$ cat config.mk
export PLATFORM = sky130hd
export DESIGN_NAME = sale_line_bank
export DESIGN_NICKNAME = d
export VERILOG_FILES = /design/src/rtl/sale_line_bank.sv
export SDC_FILE = /design/constraint.sdc
export NUM_CORES = 1
export LEC_CHECK = 0
export BUFFER_PORTS_ARGS = -buffer_cell sky130_fd_sc_hd__buf_2
export CAP_MARGIN = 5
export CORE_AREA = 5 5 427 429
export DETAILED_ROUTE_END_ITERATION = 12
export DIE_AREA = 0 0 432 434
export GPL_TIMING_DRIVEN = 0
export PLACE_DENSITY = 0.49
export SYNTH_ARGS = -nofsm -noshare
export SYNTH_HDL_FRONTEND = slang
export SYNTH_SLANG_ARGS = --single-unit
$ cat constraint.sdc
create_clock -name clk -period 2.96 [get_ports clk]
set_input_delay 0.296 -clock clk [delete_from_list [all_inputs] [get_ports clk]]
set_output_delay 0.296 -clock clk [all_outputs]
set_load 0.005 [all_outputs]
$ cat src/rtl/sale_line_bank.sv
// sale_line_bank: bank of NUM_LINES display lines with append/indexed writes
// and a one-slot-per-cycle clear sweep. lines is a flat view of the slots.
module sale_line_bank #(
   parameter int unsigned NUM_LINES = 13,
   parameter int unsigned LINE_W    = 77
) (
   input  logic                        clk,
   input  logic                        rst_n,
   input  logic                        wr_valid,
   output logic                        wr_ready,
   input  logic                        wr_mode,
   input  logic [3:0]                  wr_idx,
   input  logic [LINE_W-1:0]           wr_data,
   input  logic                        clr_req,
   output logic [NUM_LINES*LINE_W-1:0] lines,
   output logic [3:0]                  count,
   output logic                        full,
   output logic                        empty,
   output logic                        busy,
   output logic                        err
);

   localparam int unsigned CW = 4;
   localparam logic [CW-1:0] MAX_CNT  = CW'(NUM_LINES);
   localparam logic [CW-1:0] LAST_IDX = CW'(NUM_LINES - 1);

   typedef enum logic {IDLE, CLEAR} state_t;

   state_t            state, state_next;
   logic [LINE_W-1:0] slot [NUM_LINES];
   logic [CW-1:0]     ptr, ptr_next;
   logic [CW-1:0]     count_next;
   logic              err_next;
   logic              busy_next;
   logic              we;
   logic [CW-1:0]     we_idx;
   logic [LINE_W-1:0] we_data;
   logic              accept;

   // Handshake and count decodes are combinational so a write can land every cycle.
   assign wr_ready = (state == IDLE) && !clr_req;
   assign accept   = wr_valid && wr_ready;
   assign full     = (count == MAX_CNT);
   assign empty    = (count == '0);

   // Slots drive the flat output bus directly.
   for (genvar k = 0; k < int'(NUM_LINES); k++) begin : g_lines
      assign lines[k*LINE_W +: LINE_W] = slot[k];
   end

   // Control state, sweep pointer, count and status flags.
   always_ff @(posedge clk or negedge rst_n) begin
      if (!rst_n) begin
         state <= IDLE;
         ptr   <= '0;
         count <= '0;
         err   <= 1'b0;
         busy  <= 1'b0;
      end else begin
         state <= state_next;
         ptr   <= ptr_next;
         count <= count_next;
         err   <= err_next;
         busy  <= busy_next;
      end
   end

   // Slot storage; a single write port shared by writes and the clear sweep.
   always_ff @(posedge clk or negedge rst_n) begin
      if (!rst_n) begin
         for (int k = 0; k < int'(NUM_LINES); k++) slot[k] <= '0;
      end else if (we) begin
         for (int k = 0; k < int'(NUM_LINES); k++) begin
            if (we_idx == CW'(k)) slot[k] <= we_data;
         end
      end
   end

   // Next-state, write decode and reject detection.
   always_comb begin
      state_next = state;
      ptr_next   = ptr;
      count_next = count;
      err_next   = 1'b0;
      we         = 1'b0;
      we_idx     = '0;
      we_data    = '0;
      unique case (state)
         IDLE: begin
            if (clr_req) begin
               state_next = CLEAR;
               ptr_next   = '0;
            end else if (accept) begin
               if (!wr_mode) begin
                  if (count < MAX_CNT) begin
                     we         = 1'b1;
                     we_idx     = count;
                     we_data    = wr_data;
                     count_next = count + CW'(1);
                  end else begin
                     err_next = 1'b1;
                  end
               end else begin
                  if (wr_idx < MAX_CNT) begin
                     we      = 1'b1;
                     we_idx  = wr_idx;
                     we_data = wr_data;
                     if (wr_idx >= count) count_next = wr_idx + CW'(1);
                  end else begin
                     err_next = 1'b1;
                  end
               end
            end
         end
         CLEAR: begin
            // clr_req is ignored here: the sweep always runs to completion.
            we       = 1'b1;
            we_idx   = ptr;
            ptr_next = ptr + CW'(1);
            if (ptr == LAST_IDX) begin
               state_next = IDLE;
               ptr_next   = '0;
               count_next = '0;
            end
         end
         default: state_next = IDLE;
      endcase
      busy_next = (state_next == CLEAR);
   end

endmodule

-- Word-level counts from Yosys, hierarchy flattened
Index checks and enable logic that the tools add are counted.
- register bits after elaboration: 1011
- input port bits: 86
- output and inout bits: 1010
- word-level logic and storage cells: 102
- add/sub/neg operators: 3
- $lt $le $gt $ge: 3
- eq/ne operators: 21
- multiplexer cells: 38
- bitwise logic cells: 1
- reductions and logical operators: 19
- operators by type and width (operator ; number):
    2-to-1 mux 77 bit ; 6
    2-to-1 mux 4 bit ; 14
    == test 4 bit, second input constant ; 7
    AND reduction 2 bit ; 13
    one-hot mux 4 bit (2 select lines) ; 3
    == test 4 x 3 -> 1 bit, second input constant ; 4
    2-to-1 mux 1 bit ; 13
    adder 4 x 1 -> 4 bit, second input constant ; 3
    != test 3 x 2 -> 1 bit, second input constant ; 3
    == test 4 x 2 -> 1 bit, second input constant ; 2
    zero test 4 bit ; 2
    less-than comparator 4 bit, second input constant ; 2
    != test 2 bit, second input constant ; 3
    AND reduction 6 bit ; 1
    == test 4 x 1 -> 1 bit, second input constant ; 1
    greater-or-equal comparator 4 bit ; 1
    one-hot mux 1 bit (2 select lines) ; 2
    logical AND 1 bit ; 2
    != test 2 x 1 -> 1 bit, second input constant ; 1
    zero test 1 bit ; 1
    inverter 1 bit ; 1

-- Depth between registers and ports, before layout
Gate-level depths: netlist of the first run.
- depth in word-level cells: 8
- gate-level depth with buffers: 9
- depth with buffers taken out: 8

-- Least setup slack after synthesis of the first run
Ideal clock, no wire load.
- path kind: flip-flop to flip-flop
- from: register state
- to: register slot, in the netlist lines[662]
- setup time: 0.125 ns
- data arrival time: 2.355 ns
- required time: 2.835 ns
- path slack: 0.480 ns
- stages on the path, launching flop included: 9
- buffers on the path: 3
- clock period less this slack: 2.480 ns
- cell sequence: dfrtp_1 -> nor3b_2 -> o211a_2 -> a22o_1 -> buf_6 -> nor4b_4 -> buf_4 -> buf_4 -> mux2_2
- cells in the longest elaborated chain, start to end: 8
- elaborated cells between the ends (all ways): 14
- classes of those cells: eq/ne: 1; mux: 9; bitwise: 1; reduce/logical: 3
- ends and longest elaborated chain (item ; RTL line ; text):
    start: declaration ; 29 ; state_t state, state_next;
    start signal: assignment ; 60 ; state <= state_next;
    inverter 1 bit ; n/a ;
    logical AND 1 bit ; 41 ; assign wr_ready = (state == IDLE) && !clr_req;
    logical AND 1 bit ; 42 ; assign accept = wr_valid && wr_ready;
    2-to-1 mux 4 bit ; 93 ; end else if (accept) begin
    2-to-1 mux 4 bit ; 90 ; if (clr_req) begin
    one-hot mux 4 bit (2 select lines) ; 88 ; unique case (state)
    == test 4 bit ; 74 ; if (we_idx == CW'(k)) slot[k] <= we_data;
    AND reduction 2 bit (no source line) ; n/a ;
    end signal: indexed assignment ; 74 ;
    end: declaration ; 30 ; logic [LINE_W-1:0] slot [NUM_LINES];
Several ways; a longest one is shown, not always the timed one.
A chain may end at the register's enable or synchronous reset.

-- Final worst setup path of the first run
- from: register count[0]
- to: register slot, in the netlist lines[38]
- cells in the longest elaborated chain, start to end: 8
- elaborated cells between the ends (all ways): 18
- classes of those cells: order compare: 1; mux: 15; reduce/logical: 2
- ends and longest elaborated chain (item ; RTL line ; text):
    start: declaration ; 16 ; output logic [3:0] count,
    start signal: assignment ; 62 ; count <= count_next;
    less-than comparator 4 bit ; 95 ; if (count < MAX_CNT) begin
    2-to-1 mux 4 bit ; 95 ;
    2-to-1 mux 4 bit ; 94 ; if (!wr_mode) begin
    2-to-1 mux 4 bit ; 93 ;
    2-to-1 mux 4 bit ; 90 ;
    one-hot mux 4 bit (2 select lines) ; 88 ;
    zero test 4 bit ; 74 ;
    AND reduction 2 bit (no source line) ; n/a ;
Several ways; a longest one is shown, not always the timed one.

==> results of run 1 <==
[final timing paths]
check,slack (ps),to,cells after the start
max,130,lines[38],9
min,60,lines[21],3
min in group asynchronous,220,lines[324],2
max reg2reg,130,lines[38],9
min reg2reg,480,lines[57],1
max in group asynchronous,530,lines[758],4
[worst reg2reg max path, cell delays in order, from the launching register on]
cell and delay [ps]:
sky130_fd_sc_hd__dfrtp_2 490, sky130_fd_sc_hd__o211ai_2 270, sky130_fd_sc_hd__o211a_4 260, sky130_fd_sc_hd__buf_4 140
sky130_fd_sc_hd__o221ai_4 230, sky130_fd_sc_hd__nor4_4 360, sky130_fd_sc_hd__buf_4 170, sky130_fd_sc_hd__buf_4 140
sky130_fd_sc_hd__buf_2 320, sky130_fd_sc_hd__mux2_2 380
[cells by family (layout without fill, tap and decap cells)]
group / Yosys count / count (layout) / share of synthesized area
simple gates: 128 / 128 / 0.0237
flops: 1011 / 1011 / 0.645
fa+ha+maj: 7 / 7 / 0.00223
mux: 1005 / 1005 / 0.294
buf+inv: 203 / 1593 / 0.0277
compound gates: 31 / 31 / 0.00699
other cells: 0 / 9 / 0
xor+xnor: 1 / 1 / 0.000223
[power by group through the flow]
stage | Sequential, W | Clock, W | Combinational (W)
2_1_floorplan | 0.0158 | 0 | 0.00453
4_1_cts | 0.0155 | 0.0152 | 0.00944
3_3_place_gp | 0.0158 | 0 | 0.00894
3_5_place_dp | 0.0158 | 0 | 0.00902
6_report | 0.0155 | 0.0148 | 0.00917
5_1_grt | 0.0157 | 0.0157 | 0.00980
[repair_timing]
item | CTS | global route
buffers inserted | 20 | 6
gates cloned | 0 | 1
endpoints found under the hold margin | 300 | 0
gates resized for setup | 99 | 23
pin swaps | 12 | 7
hold buffers | 50 | 0
setup endpoints to repair | 1005 | 516
[area by class of cell]
cell class,count,area share
clock inverters,35,0.00977
plain buffers,196,0.0246
well taps,2355,0.0557
clock buffers,177,0.0646
multi-input cells,1172,0.244
repair buffers,1179,0.123
diodes,9,0.000426
inverters,6,0.000426
flip-flops and latches,1011,0.478
[layer usage]
layer  vias up  GRT usage  wire length, µm
li1      11000          -                -
met3       241     0.0416             9350
met2       756      0.281            80100
met1     13400      0.187            60600
met5         -          0               31
met4         4     0.0724             7000
[stage by stage]
step | instance area [µm²] | setup TNS [ps] | util | hold WS (ps) | setup WS (ps)
after detailed placement | 47900 | -866400 | 0.269 | 463 | -1420
after global routing | 52900 | 0 | 0.297 | 44.6 | 22.0
after floorplan | 39200 | 0 | - | 0.409 | 480
after global placement | 47700 | - | 0.268 | 464 | -21700
final | 52900 | 0 | 0.297 | 60.3 | 126
after CTS | 52700 | -15.6 | 0.297 | 4.67 | -8.07
[placed cells by master (no fill, tap or decap), drive strengths merged, types with 2 or more instances in the layout]
master and n:
buf 1232, o22ai 3, bufinv 8, nand2 15, dlygate4sd3 50, o21a 3
inv 8, nor4b 2, diode 9, nor2 7, mux2 1004, o21ai 9
a22o 2, and3 2, ha 7, clkinvlp 2, and2 79, nand2b 6
dfrtp 1011, nor4 9, or4b 2, clkinv 23, clkbuf 270
[flip-flops by register name, indices dropped and copies added (netlist names)]
register  cells
state         1
lines      1001
err           1
count         4
ptr           4
==> impl_metrics.prom, run 1 <==
# TYPE chip_impl_metric gauge
chip_impl_metric{name="antenna_found_initial",unit=""} 13
chip_impl_metric{name="design.core.area",unit="µm²"} 178000
chip_impl_metric{name="crit_fanout",unit=""} 10
chip_impl_metric{name="grt_overflow_total",unit=""} 0
chip_impl_metric{name="power.share.switching",unit=""} 0.304
chip_impl_info{name="rsz0062_at_grt",value="no"} 1
chip_impl_metric{name="synth_warnings",unit=""} 0
chip_impl_metric{name="timing.critical_path.arrival",unit="ps"} 3460
chip_impl_metric{name="post-layout-total-power",unit="W"} 0.0395
chip_impl_info{name="synth_flop_cell",value="sky130_fd_sc_hd__dfrtp_1"} 1
chip_impl_metric{name="drt_pass1_iterations",unit=""} 5
chip_impl_metric{name="synth_cell_types",unit=""} 50
chip_impl_metric{name="final.min_clock_period",unit="ps"} 2830
chip_impl_metric{name="place.detailed.hpwl",unit="µm"} 118000
chip_impl_metric{name="fmax",unit="MHz"} 353
chip_impl_metric{name="die_w",unit="µm"} 432
chip_impl_info{name="clockRootBuffer",value="sky130_fd_sc_hd__clkbuf_16"} 1
chip_impl_info{name="critical_path.startpoint",value="count[0]"} 1
chip_impl_metric{name="drc_errors",unit=""} 0
chip_impl_metric{name="place_congestion",unit=""} 0.837
chip_impl_metric{name="grtUsageTotal",unit=""} 0.162
chip_impl_info{name="worstSetupPathType",value="register to register"} 1
chip_impl_metric{name="final_net_count",unit=""} 3772
chip_impl_metric{name="max-slew-margin-rel",unit=""} 0.363
chip_impl_info{name="holdCritStartpoint",value="wr_data[21]"} 1
chip_impl_metric{name="floorplan.rows",unit=""} 155
chip_impl_metric{name="ctsHtreeMaxLevel",unit=""} 3
chip_impl_metric{name="synth-seq-cells",unit=""} 1011
chip_impl_info{name="clock_tree_from_tritoncts",value="done"} 1
chip_impl_metric{name="maxSlewViolCount",unit=""} 0
chip_impl_metric{name="tritoncts.num_buffers",unit=""} 113
chip_impl_metric{name="cap_violations",unit=""} 0
chip_impl_metric{name="regArea",unit="µm²"} 25300
chip_impl_metric{name="die_area",unit="µm²"} 187000
chip_impl_info{name="timing.hold.worst.class",value="input pin to register"} 1
chip_impl_metric{name="multi_input_area",unit="µm²"} 12900
chip_impl_metric{name="synth_area_per_cell",unit="µm²"} 16.4
chip_impl_metric{name="final_layout_size_suffix_gt1_frac",unit=""} 0.638
chip_impl_metric{name="initial_core_util",unit=""} 0.221
chip_impl_info{name="outcome",value="completed"} 1
chip_impl_info{name="path_cells",value="o211ai_2 > o211a_4 > buf_4 > o221ai_4 > nor4_4 > buf_4 > buf_4 > buf_2 > mux2_2"} 1
chip_impl_info{name="critical_path_top_delay_cell",value="sky130_fd_sc_hd__dfrtp_2"} 1
chip_impl_metric{name="leakage",unit="nW"} 29.5
chip_impl_metric{name="total_power_density_per_cell_area",unit="nW/µm²"} 746
chip_impl_metric{name="worstSkewPairLatency",unit="ps"} 780
chip_impl_metric{name="routed_len_inst",unit="µm"} 25.6
chip_impl_info{name="synth.cells.most_frequent",value="sky130_fd_sc_hd__dfrtp_1 (1011), sky130_fd_sc_hd__mux2_2 (852), sky130_fd_sc_hd__mux2_1 (92)"} 1
chip_impl_metric{name="vias",unit=""} 25300
chip_impl_metric{name="number_of_enable_type_register_cells_in_the_synthesized_netlist",unit=""} 0
chip_impl_metric{name="vdd_ir_drop_max",unit="mV"} 0.543
chip_impl_metric{name="fillers",unit=""} 18200
chip_impl_metric{name="worstPathBufferInverterCount",unit=""} 4
chip_impl_metric{name="syn_inst",unit=""} 2386
chip_impl_metric{name="postRouteWirelength",unit="µm"} 157000
chip_impl_metric{name="post-route-period-util",unit=""} 0.958
chip_impl_metric{name="number_of_endpoints_with_negative_hold_slack_in_the_final_report",unit=""} 0
chip_impl_metric{name="grt_pass1_wl",unit="µm"} 215000
chip_impl_metric{name="yosys.area.top_type_share",unit=""} 0.645
chip_impl_metric{name="power.clock.fraction",unit=""} 0.374
chip_impl_info{name="worst_setup_path_start_kind",value="register"} 1
chip_impl_metric{name="viasPerCell",unit=""} 4.12
chip_impl_info{name="endpoint_kind",value="register"} 1
chip_impl_metric{name="cts.sink_count",unit=""} 1011
chip_impl_metric{name="die-height",unit="µm"} 434
chip_impl_metric{name="tightestPinTransition",unit="ps"} 955
chip_impl_metric{name="net-switching-power",unit="W"} 0.0120
chip_impl_info{name="critical-path-top-cell-by-count",value="sky130_fd_sc_hd__buf_4"} 1
chip_impl_metric{name="postSynth.asyncResetShare",unit=""} 1.00
chip_impl_info{name="path_delay_family",value="buffers and inverters"} 1
chip_impl_metric{name="top_level_ports",unit=""} 1096
chip_impl_metric{name="worst_ep_required_time",unit="ps"} 3590
chip_impl_metric{name="ctsLongestPathBuffers",unit=""} 3
chip_impl_metric{name="placed_cells_incl_taps",unit=""} 5843
chip_impl_metric{name="finalSetupViolCount",unit=""} 0
chip_impl_metric{name="p_comb_frac",unit=""} 0.232
chip_impl_metric{name="drt.antenna.violating_nets",unit=""} 0
chip_impl_metric{name="stdcell_count",unit=""} 6140
chip_impl_info{name="yosysTopAreaCell",value="sky130_fd_sc_hd__dfrtp_1"} 1
chip_impl_metric{name="grt_start_max_net_pins",unit=""} 161
chip_impl_metric{name="syn_area",unit="µm²"} 39200
chip_impl_metric{name="setup_skew",unit="ps"} 59.8
chip_impl_metric{name="io_port_bufs",unit=""} 1095
chip_impl_info{name="reg2reg_from",value="count[0]"} 1
chip_impl_info{name="synth_area_leaders",value="sky130_fd_sc_hd__dfrtp_1 (64%), sky130_fd_sc_hd__mux2_2 (24%), sky130_fd_sc_hd__mux2_1 (2.6%)"} 1
chip_impl_info{name="yosysMostFrequentCell",value="sky130_fd_sc_hd__dfrtp_1"} 1
chip_impl_metric{name="clock_transition_at_the_register_clock_pins_on_the_worst_setup_and_hold_paths_after_cts",unit="ps"} 80
chip_impl_metric{name="internal_portion_of_total_power",unit="W"} 0.0275
chip_impl_metric{name="synth_sequential_area_ratio",unit=""} 0.645
chip_impl_metric{name="mappedNetlistNets",unit=""} 2479
chip_impl_metric{name="area_delta_synth_final",unit="%"} 34.9
chip_impl_metric{name="first_global_vias",unit=""} 26500
chip_impl_metric{name="power_frac_seq",unit=""} 0.394
chip_impl_metric{name="initialDrtViolationCount",unit=""} 1131
chip_impl_metric{name="critPathMaxStageDelay",unit="ps"} 490
No activity file was read; power rests on OpenSTA's default activity.
==> run 2, diff against run 1 <==
Settings changed: RECOVER_POWER set to 100.
==> run 2 against run 1 <==
Effect of this change: die area stayed put; count of clock-buffer cells in the layout stayed put; first-iteration DRC count is 4.1% higher; hold slack worse by 1.6 ps; total power is 0.85% lower; via count is 0.23% higher; sequential cell count stayed put; worst setup slack worse by 38 ps; critical endpoint is now lines[815]; largest cell class unchanged; largest power group unchanged.
==> impl_metrics.prom, run 2 (synthesis results as in run 1) <==
# TYPE chip_impl_metric gauge
chip_impl_metric{name="grt_pass1_wl",unit="µm"} 215000
chip_impl_metric{name="ctsLongestPathBuffers",unit=""} 3
chip_impl_metric{name="top_level_ports",unit=""} 1096
chip_impl_metric{name="maxSlewViolCount",unit=""} 0
chip_impl_metric{name="final.min_clock_period",unit="ps"} 2870
chip_impl_info{name="rsz0062_at_grt",value="no"} 1
chip_impl_metric{name="final_layout_size_suffix_gt1_frac",unit=""} 0.403
chip_impl_metric{name="io_port_bufs",unit=""} 1095
chip_impl_metric{name="first_global_vias",unit=""} 26500
chip_impl_info{name="clock_tree_from_tritoncts",value="done"} 1
chip_impl_metric{name="p_comb_frac",unit=""} 0.225
chip_impl_metric{name="cts.sink_count",unit=""} 1011
chip_impl_metric{name="place.detailed.hpwl",unit="µm"} 118000
chip_impl_metric{name="tritoncts.num_buffers",unit=""} 113
chip_impl_metric{name="tightestPinTransition",unit="ps"} 1120
chip_impl_metric{name="vias",unit=""} 25400
chip_impl_info{name="clockRootBuffer",value="sky130_fd_sc_hd__clkbuf_16"} 1
chip_impl_metric{name="design.core.area",unit="µm²"} 178000
chip_impl_info{name="worstSetupPathType",value="register to register"} 1
chip_impl_info{name="outcome",value="completed"} 1
chip_impl_metric{name="timing.critical_path.arrival",unit="ps"} 3480
chip_impl_metric{name="largest_register_ffs",unit=""} 1001
chip_impl_metric{name="place_congestion",unit=""} 0.837
chip_impl_metric{name="floorplan.rows",unit=""} 155
chip_impl_metric{name="grt_overflow_total",unit=""} 0
chip_impl_metric{name="min_delay_path_depth",unit=""} 3
chip_impl_metric{name="placed_cells_incl_taps",unit=""} 5843
chip_impl_metric{name="vdd_ir_drop_max",unit="mV"} 0.543
chip_impl_metric{name="grt_start_max_net_pins",unit=""} 161
chip_impl_metric{name="final_net_count",unit=""} 3772
chip_impl_metric{name="drt_pass1_iterations",unit=""} 4
chip_impl_metric{name="timing.reg2reg.worst_path_depth",unit=""} 9
chip_impl_metric{name="routed_len_inst",unit="µm"} 25.6
chip_impl_info{name="timing.hold.worst.class",value="input pin to register"} 1
chip_impl_metric{name="postRouteWirelength",unit="µm"} 157000
chip_impl_metric{name="power_frac_seq",unit=""} 0.398
chip_impl_metric{name="post-layout-total-power",unit="W"} 0.0391
chip_impl_metric{name="drc_errors",unit=""} 0
chip_impl_info{name="worst_setup_path_start_kind",value="register"} 1
chip_impl_metric{name="antenna_found_initial",unit=""} 13
chip_impl_metric{name="internal_portion_of_total_power",unit="W"} 0.0271
chip_impl_metric{name="setup_ws",unit="ps"} 87.5
chip_impl_metric{name="crit_fanout",unit=""} 10
chip_impl_metric{name="drt.antenna.violating_nets",unit=""} 0
chip_impl_metric{name="stdcell_count",unit=""} 6140
chip_impl_metric{name="net-switching-power",unit="W"} 0.0120
chip_impl_metric{name="initialDrtViolationCount",unit=""} 1177
chip_impl_metric{name="die-height",unit="µm"} 434
chip_impl_info{name="endpoint_kind",value="register"} 1
chip_impl_metric{name="finalSetupViolCount",unit=""} 0
chip_impl_metric{name="post-route-period-util",unit=""} 0.970
chip_impl_metric{name="fillers",unit=""} 18600
chip_impl_metric{name="viasPerCell",unit=""} 4.13
chip_impl_metric{name="clock_transition_at_the_register_clock_pins_on_the_worst_setup_and_hold_paths_after_cts",unit="ps"} 80
chip_impl_metric{name="power.clock.fraction",unit=""} 0.377
chip_impl_metric{name="max-slew-margin-rel",unit=""} 0.254
chip_impl_metric{name="initial_core_util",unit=""} 0.221
chip_impl_metric{name="worst_ep_required_time",unit="ps"} 3560
chip_impl_info{name="crit-reg2reg-capture",value="lines[815]"} 1
chip_impl_metric{name="die_w",unit="µm"} 432
chip_impl_metric{name="power.share.switching",unit=""} 0.307
chip_impl_info{name="reg2reg_from",value="count[0]"} 1
chip_impl_metric{name="setup_skew",unit="ps"} 59.6
chip_impl_info{name="hold_path_end",value="lines[21]"} 1
chip_impl_metric{name="cap_violations",unit=""} 0
chip_impl_metric{name="number_of_endpoints_with_negative_hold_slack_in_the_final_report",unit=""} 0
chip_impl_metric{name="dp_worst_setup_slack",unit="ps"} -1420
chip_impl_metric{name="total_power_density_per_cell_area",unit="nW/µm²"} 758
chip_impl_metric{name="fmax",unit="MHz"} 348
chip_impl_metric{name="grtUsageTotal",unit=""} 0.162
chip_impl_info{name="holdCritStartpoint",value="wr_data[21]"} 1
chip_impl_metric{name="area_delta_synth_final",unit="%"} 31.6
chip_impl_metric{name="worstSkewPairLatency",unit="ps"} 780
chip_impl_metric{name="die_area",unit="µm²"} 187000
chip_impl_info{name="most-common-layout-cells",value="sky130_fd_sc_hd__dfrtp_1 (1007), sky130_fd_sc_hd__clkbuf_1 (917), sky130_fd_sc_hd__mux2_2 (852)"} 1
chip_impl_info{name="final_common_cell",value="sky130_fd_sc_hd__dfrtp_1"} 1
chip_impl_metric{name="ctsHtreeMaxLevel",unit=""} 3
chip_impl_metric{name="leakage",unit="nW"} 25.6
chip_impl_metric{name="r2r_slack",unit="ps"} 90
run 2: cell count changes in the layout (fill, tap and decap cells not counted), moves of 2 or more:
| cell | before | now |
|---|---|---|
| sky130_fd_sc_hd__and2_0 | 0 | 7 |
| sky130_fd_sc_hd__and2_1 | 77 | 70 |
| sky130_fd_sc_hd__buf_1 | 1 | 4 |
| sky130_fd_sc_hd__buf_2 | 1122 | 253 |
| sky130_fd_sc_hd__buf_4 | 66 | 31 |
| sky130_fd_sc_hd__buf_6 | 21 | 19 |
| sky130_fd_sc_hd__clkbuf_1 | 71 | 917 |
| sky130_fd_sc_hd__clkbuf_2 | 40 | 75 |
| sky130_fd_sc_hd__clkbuf_4 | 11 | 35 |
| sky130_fd_sc_hd__mux2_1 | 92 | 130 |
| sky130_fd_sc_hd__mux2_4 | 60 | 22 |
run 2: how the worst max path moves through the flow:
stage,startpoint,to
floorplan,state,lines[662]
global placement,rst_n,lines[510]
detailed placement,clr_req,lines[830]
CTS,count[3],lines[69]
global route,count[1],lines[815]
finish,count[0],lines[815]
run 2: per-stage QoR:
| step | hold WS, ps | utilization | instance area (µm²) | TNS (ps) |
|---|---|---|---|---|
| 3_5_place_dp | 463 | 0.269 | 47900 | -866400 |
| 6_report | 58.7 | 0.290 | 51600 | 0 |
| 5_1_grt | 44.6 | 0.290 | 51600 | 0 |
| 3_3_place_gp | 464 | 0.268 | 47700 | - |
| 2_1_floorplan | 0.409 | - | 39200 | 0 |
| 4_1_cts | 4.67 | 0.297 | 52700 | -15.6 |
run 2: worst max-delay path: stages (launching register included):
cell and delay, ps:
sky130_fd_sc_hd__dfrtp_2 480, sky130_fd_sc_hd__o211ai_2 260, sky130_fd_sc_hd__o211a_4 260, sky130_fd_sc_hd__buf_4 140
sky130_fd_sc_hd__o221ai_4 220, sky130_fd_sc_hd__nor4b_4 310, sky130_fd_sc_hd__buf_4 180, sky130_fd_sc_hd__buf_4 150
sky130_fd_sc_hd__buf_2 340, sky130_fd_sc_hd__mux2_2 380
run 2: layout make-up:
| cell class | count | area, µm² | area share |
|---|---|---|---|
| clock buffer | 177 | 3420 | 0.0662 |
| multi-input combinational | 1172 | 12700 | 0.247 |
| clock inverter | 35 | 517 | 0.0100 |
| timing repair buffer | 1179 | 5400 | 0.105 |
| inverter | 6 | 22.5 | 0.000436 |
| buffer | 196 | 1240 | 0.0241 |
| tap | 2355 | 2950 | 0.0571 |
| antenna | 9 | 22.5 | 0.000436 |
| sequential | 1011 | 25300 | 0.490 |
run 2: power groups by stage:
stage,Clock (W),Combinational (W),Sequential (W)
after floorplan,0,0.00453,0.0158
final,0.0148,0.00881,0.0156
after global routing,0.0157,0.00943,0.0157
after detailed placement,0,0.00902,0.0158
after global placement,0,0.00894,0.0158
after CTS,0.0152,0.00944,0.0155
run 2: layer usage:
| metal | vias up | track usage | wire length, µm |
|---|---|---|---|
| met3 | 250 | 0.0416 | 9150 |
| met1 | 13400 | 0.187 | 61000 |
| li1 | 11000 | - | - |
| met5 | - | 0 | 31 |
| met2 | 772 | 0.281 | 80100 |
| met4 | 4 | 0.0724 | 7100 |
run 2: timing repair:
item | 4_1_cts | 5_1_grt
resized for setup | 99 | 23
hold endpoints to repair | 300 | 0
gates cloned | 0 | 1
setup endpoints to repair | 1005 | 516
pin swaps | 12 | 7
hold buffers | 50 | 0
buffers inserted | 20 | 6
==> run 3, diff against run 2 <==
Clock period 2.96 ns to 3.25 ns, I/O delays scaled along.
==> run 3 against run 2 <==
Effect of this change: sequential power decreased by 9%; cell count is 0.15% lower; first-iteration DRC count down 7.1%; non-clock buffer count decreased by 10; register-to-register slack got worse by 30 ps; worst setup slack lost 35 ps; count of clock-buffer cells in the layout is the same; largest cell class unchanged; largest power group unchanged; critical path type unchanged; hold slack gained 44 ps; utilization down 0.22 points.
==> impl_metrics.prom, run 3 (synthesis results as in run 1) <==
# TYPE chip_impl_metric gauge
chip_impl_metric{name="final.min_clock_period",unit="ps"} 3200
chip_impl_metric{name="power_frac_seq",unit=""} 0.401
chip_impl_metric{name="grt_overflow_total",unit=""} 0
chip_impl_metric{name="fmax",unit="MHz"} 313
chip_impl_metric{name="post-route-period-util",unit=""} 0.984
chip_impl_info{name="critical_path_top_delay_cell",value="sky130_fd_sc_hd__clkbuf_1"} 1
chip_impl_metric{name="viasPerCell",unit=""} 4.15
chip_impl_metric{name="die_w",unit="µm"} 432
chip_impl_info{name="path_cells",value="nor3b_2 > o211a_4 > buf_4 > clkbuf_1 > and2_1 > clkbuf_1 > mux2_4"} 1
chip_impl_metric{name="setup_skew",unit="ps"} 58.6
chip_impl_metric{name="max-slew-margin-rel",unit=""} 0.353
chip_impl_info{name="worst_setup_path_start_kind",value="register"} 1
chip_impl_metric{name="maxSlewViolCount",unit=""} 0
chip_impl_metric{name="net-switching-power",unit="W"} 0.0109
chip_impl_metric{name="timing.reg2reg.worst_path_depth",unit=""} 7
chip_impl_info{name="clock_tree_from_tritoncts",value="done"} 1
chip_impl_metric{name="largest_register_ffs",unit=""} 1001
chip_impl_metric{name="vdd_ir_drop_max",unit="mV"} 0.497
chip_impl_metric{name="drt_pass1_iterations",unit=""} 4
chip_impl_metric{name="initial_core_util",unit=""} 0.221
chip_impl_metric{name="die-height",unit="µm"} 434
chip_impl_metric{name="worst_ep_required_time",unit="ps"} 3930
chip_impl_metric{name="grt_start_max_net_pins",unit=""} 161
chip_impl_info{name="endpoint_kind",value="register"} 1
chip_impl_metric{name="die_area",unit="µm²"} 187000
chip_impl_metric{name="stdcell_area",unit="µm²"} 51200
chip_impl_metric{name="io_port_bufs",unit=""} 1095
chip_impl_metric{name="total_power_density_per_cell_area",unit="nW/µm²"} 690
chip_impl_metric{name="timing.critical_path.arrival",unit="ps"} 3870
chip_impl_metric{name="vias",unit=""} 25400
chip_impl_info{name="path_delay_family",value="buffers and inverters"} 1
chip_impl_metric{name="post-layout-total-power",unit="W"} 0.0354
chip_impl_metric{name="fin_util",unit=""} 0.288
chip_impl_metric{name="initialDrtViolationCount",unit=""} 1094
chip_impl_info{name="final_common_cell",value="sky130_fd_sc_hd__dfrtp_1"} 1
chip_impl_metric{name="cts.sink_count",unit=""} 1011
chip_impl_metric{name="place_congestion",unit=""} 0.837
chip_impl_metric{name="grtUsageTotal",unit=""} 0.162
chip_impl_metric{name="ctsLongestPathBuffers",unit=""} 3
chip_impl_metric{name="dpl-instance-area",unit="µm²"} 47900
chip_impl_metric{name="r2r_slack",unit="ps"} 50
chip_impl_metric{name="crit_fanout",unit=""} 11
chip_impl_metric{name="power.share.switching",unit=""} 0.307
chip_impl_metric{name="final_layout_size_suffix_gt1_frac",unit=""} 0.393
chip_impl_metric{name="floorplan.rows",unit=""} 155
chip_impl_metric{name="fin_tns_setup",unit="ps"} 0
chip_impl_metric{name="area_delta_synth_final",unit="%"} 30.6
chip_impl_metric{name="finalSetupViolCount",unit=""} 0
chip_impl_metric{name="tritoncts.num_buffers",unit=""} 113
chip_impl_info{name="critical-path-top-cell-by-count",value="sky130_fd_sc_hd__clkbuf_1"} 1
chip_impl_metric{name="p_comb_frac",unit=""} 0.219
chip_impl_metric{name="ctsHtreeMaxLevel",unit=""} 3
chip_impl_metric{name="tightestPinTransition",unit="ps"} 970
chip_impl_metric{name="design.core.area",unit="µm²"} 178000
chip_impl_metric{name="first_global_vias",unit=""} 26500
chip_impl_metric{name="final_net_count",unit=""} 3762
chip_impl_info{name="clockRootBuffer",value="sky130_fd_sc_hd__clkbuf_16"} 1
chip_impl_metric{name="postRouteWirelength",unit="µm"} 157000
chip_impl_metric{name="worstPathBufferInverterCount",unit=""} 3
chip_impl_info{name="outcome",value="completed"} 1
chip_impl_metric{name="cp.depth",unit=""} 7
chip_impl_metric{name="grt_pass1_wl",unit="µm"} 215000
chip_impl_metric{name="routed_len_inst",unit="µm"} 25.7
chip_impl_metric{name="number_of_endpoints_with_negative_hold_slack_in_the_final_report",unit=""} 0
chip_impl_metric{name="min_delay_path_depth",unit=""} 3
chip_impl_metric{name="cap_violations",unit=""} 0
chip_impl_metric{name="drt.antenna.violating_nets",unit=""} 0
chip_impl_metric{name="setup_ws",unit="ps"} 52.9
chip_impl_metric{name="power.clock.fraction",unit=""} 0.380
chip_impl_metric{name="critPathMaxStageDelay",unit="ps"} 630
chip_impl_metric{name="dp_worst_setup_slack",unit="ps"} -1160
chip_impl_metric{name="antenna_found_initial",unit=""} 13
chip_impl_metric{name="place.detailed.hpwl",unit="µm"} 118000
chip_impl_metric{name="top_level_ports",unit=""} 1096
chip_impl_metric{name="leakage",unit="nW"} 25.4
chip_impl_metric{name="clock_transition_at_the_register_clock_pins_on_the_worst_setup_and_hold_paths_after_cts",unit="ps"} 80
chip_impl_info{name="timing.hold.worst.class",value="input pin to register"} 1
chip_impl_metric{name="drc_errors",unit=""} 0
chip_impl_metric{name="worstSkewPairLatency",unit="ps"} 780
chip_impl_info{name="most-common-layout-cells",value="sky130_fd_sc_hd__dfrtp_1 (1011), sky130_fd_sc_hd__clkbuf_1 (940), sky130_fd_sc_hd__mux2_2 (852)"} 1
chip_impl_metric{name="internal_portion_of_total_power",unit="W"} 0.0245
chip_impl_info{name="worstSetupPathType",value="register to register"} 1
[run 3: what timing repair did]
item,in CTS,in global routing
resized for setup,20,26
pin swaps,10,1
hold endpoints to repair,291,0
setup buffers,18,2
endpoints found under the setup margin,973,112
hold buffers,47,0
[run 3: layer usage]
metal | up-vias | part of all wire | GRT usage
met2 | 807 | 0.51 | 0.280
met1 | 13400 | 0.38 | 0.187
met5 | - | 0.00020 | 0
li1 | 10900 | - | -
met4 | 4 | 0.046 | 0.0738
met3 | 253 | 0.062 | 0.0428
[run 3: area by class of cell]
type,count,area [µm²]
tap,2355,2950
multi-input combinational,1172,12700
clock inverter,35,517
buffer,196,1070
fill,18600,127000
inverter,6,22.5
antenna,10,25.0
timing repair buffer,1169,5250
clock buffer,177,3420
sequential,1011,25300
[run 3: through the flow]
step | cells | hold WS (ps)
final | 6131 | 102
after CTS | 6119 | 5.51
after global placement | 5836 | 464
after global routing | 6123 | 59.2
after detailed placement | 5843 | 469
after floorplan | 2386 | 29.4
[run 3: path summary, 6_finish.rpt]
path | from | end
hold / removal | wr_data[21] | lines[21]
hold reg to reg | lines[75] | lines[75]
min in group asynchronous | rst_n | lines[324]
setup reg to reg | state | lines[914]
setup / recovery | state | lines[914]
max in group asynchronous | rst_n | lines[964]
[run 3: worst min-delay path, cell delays in order]
cell                     delay, ps
sky130_fd_sc_hd__buf_2          70
sky130_fd_sc_hd__and2_2        260
sky130_fd_sc_hd__mux2_2        190
[run 3: power by group through the flow]
stage	clock, W	combinational, W	sequential (W)
floorplan	0	0.00413	0.0144
global placement	0	0.00814	0.0144
detailed placement	0	0.00821	0.0144
CTS	0.0138	0.00848	0.0142
global route	0.0143	0.00831	0.0143
finish	0.0134	0.00774	0.0142
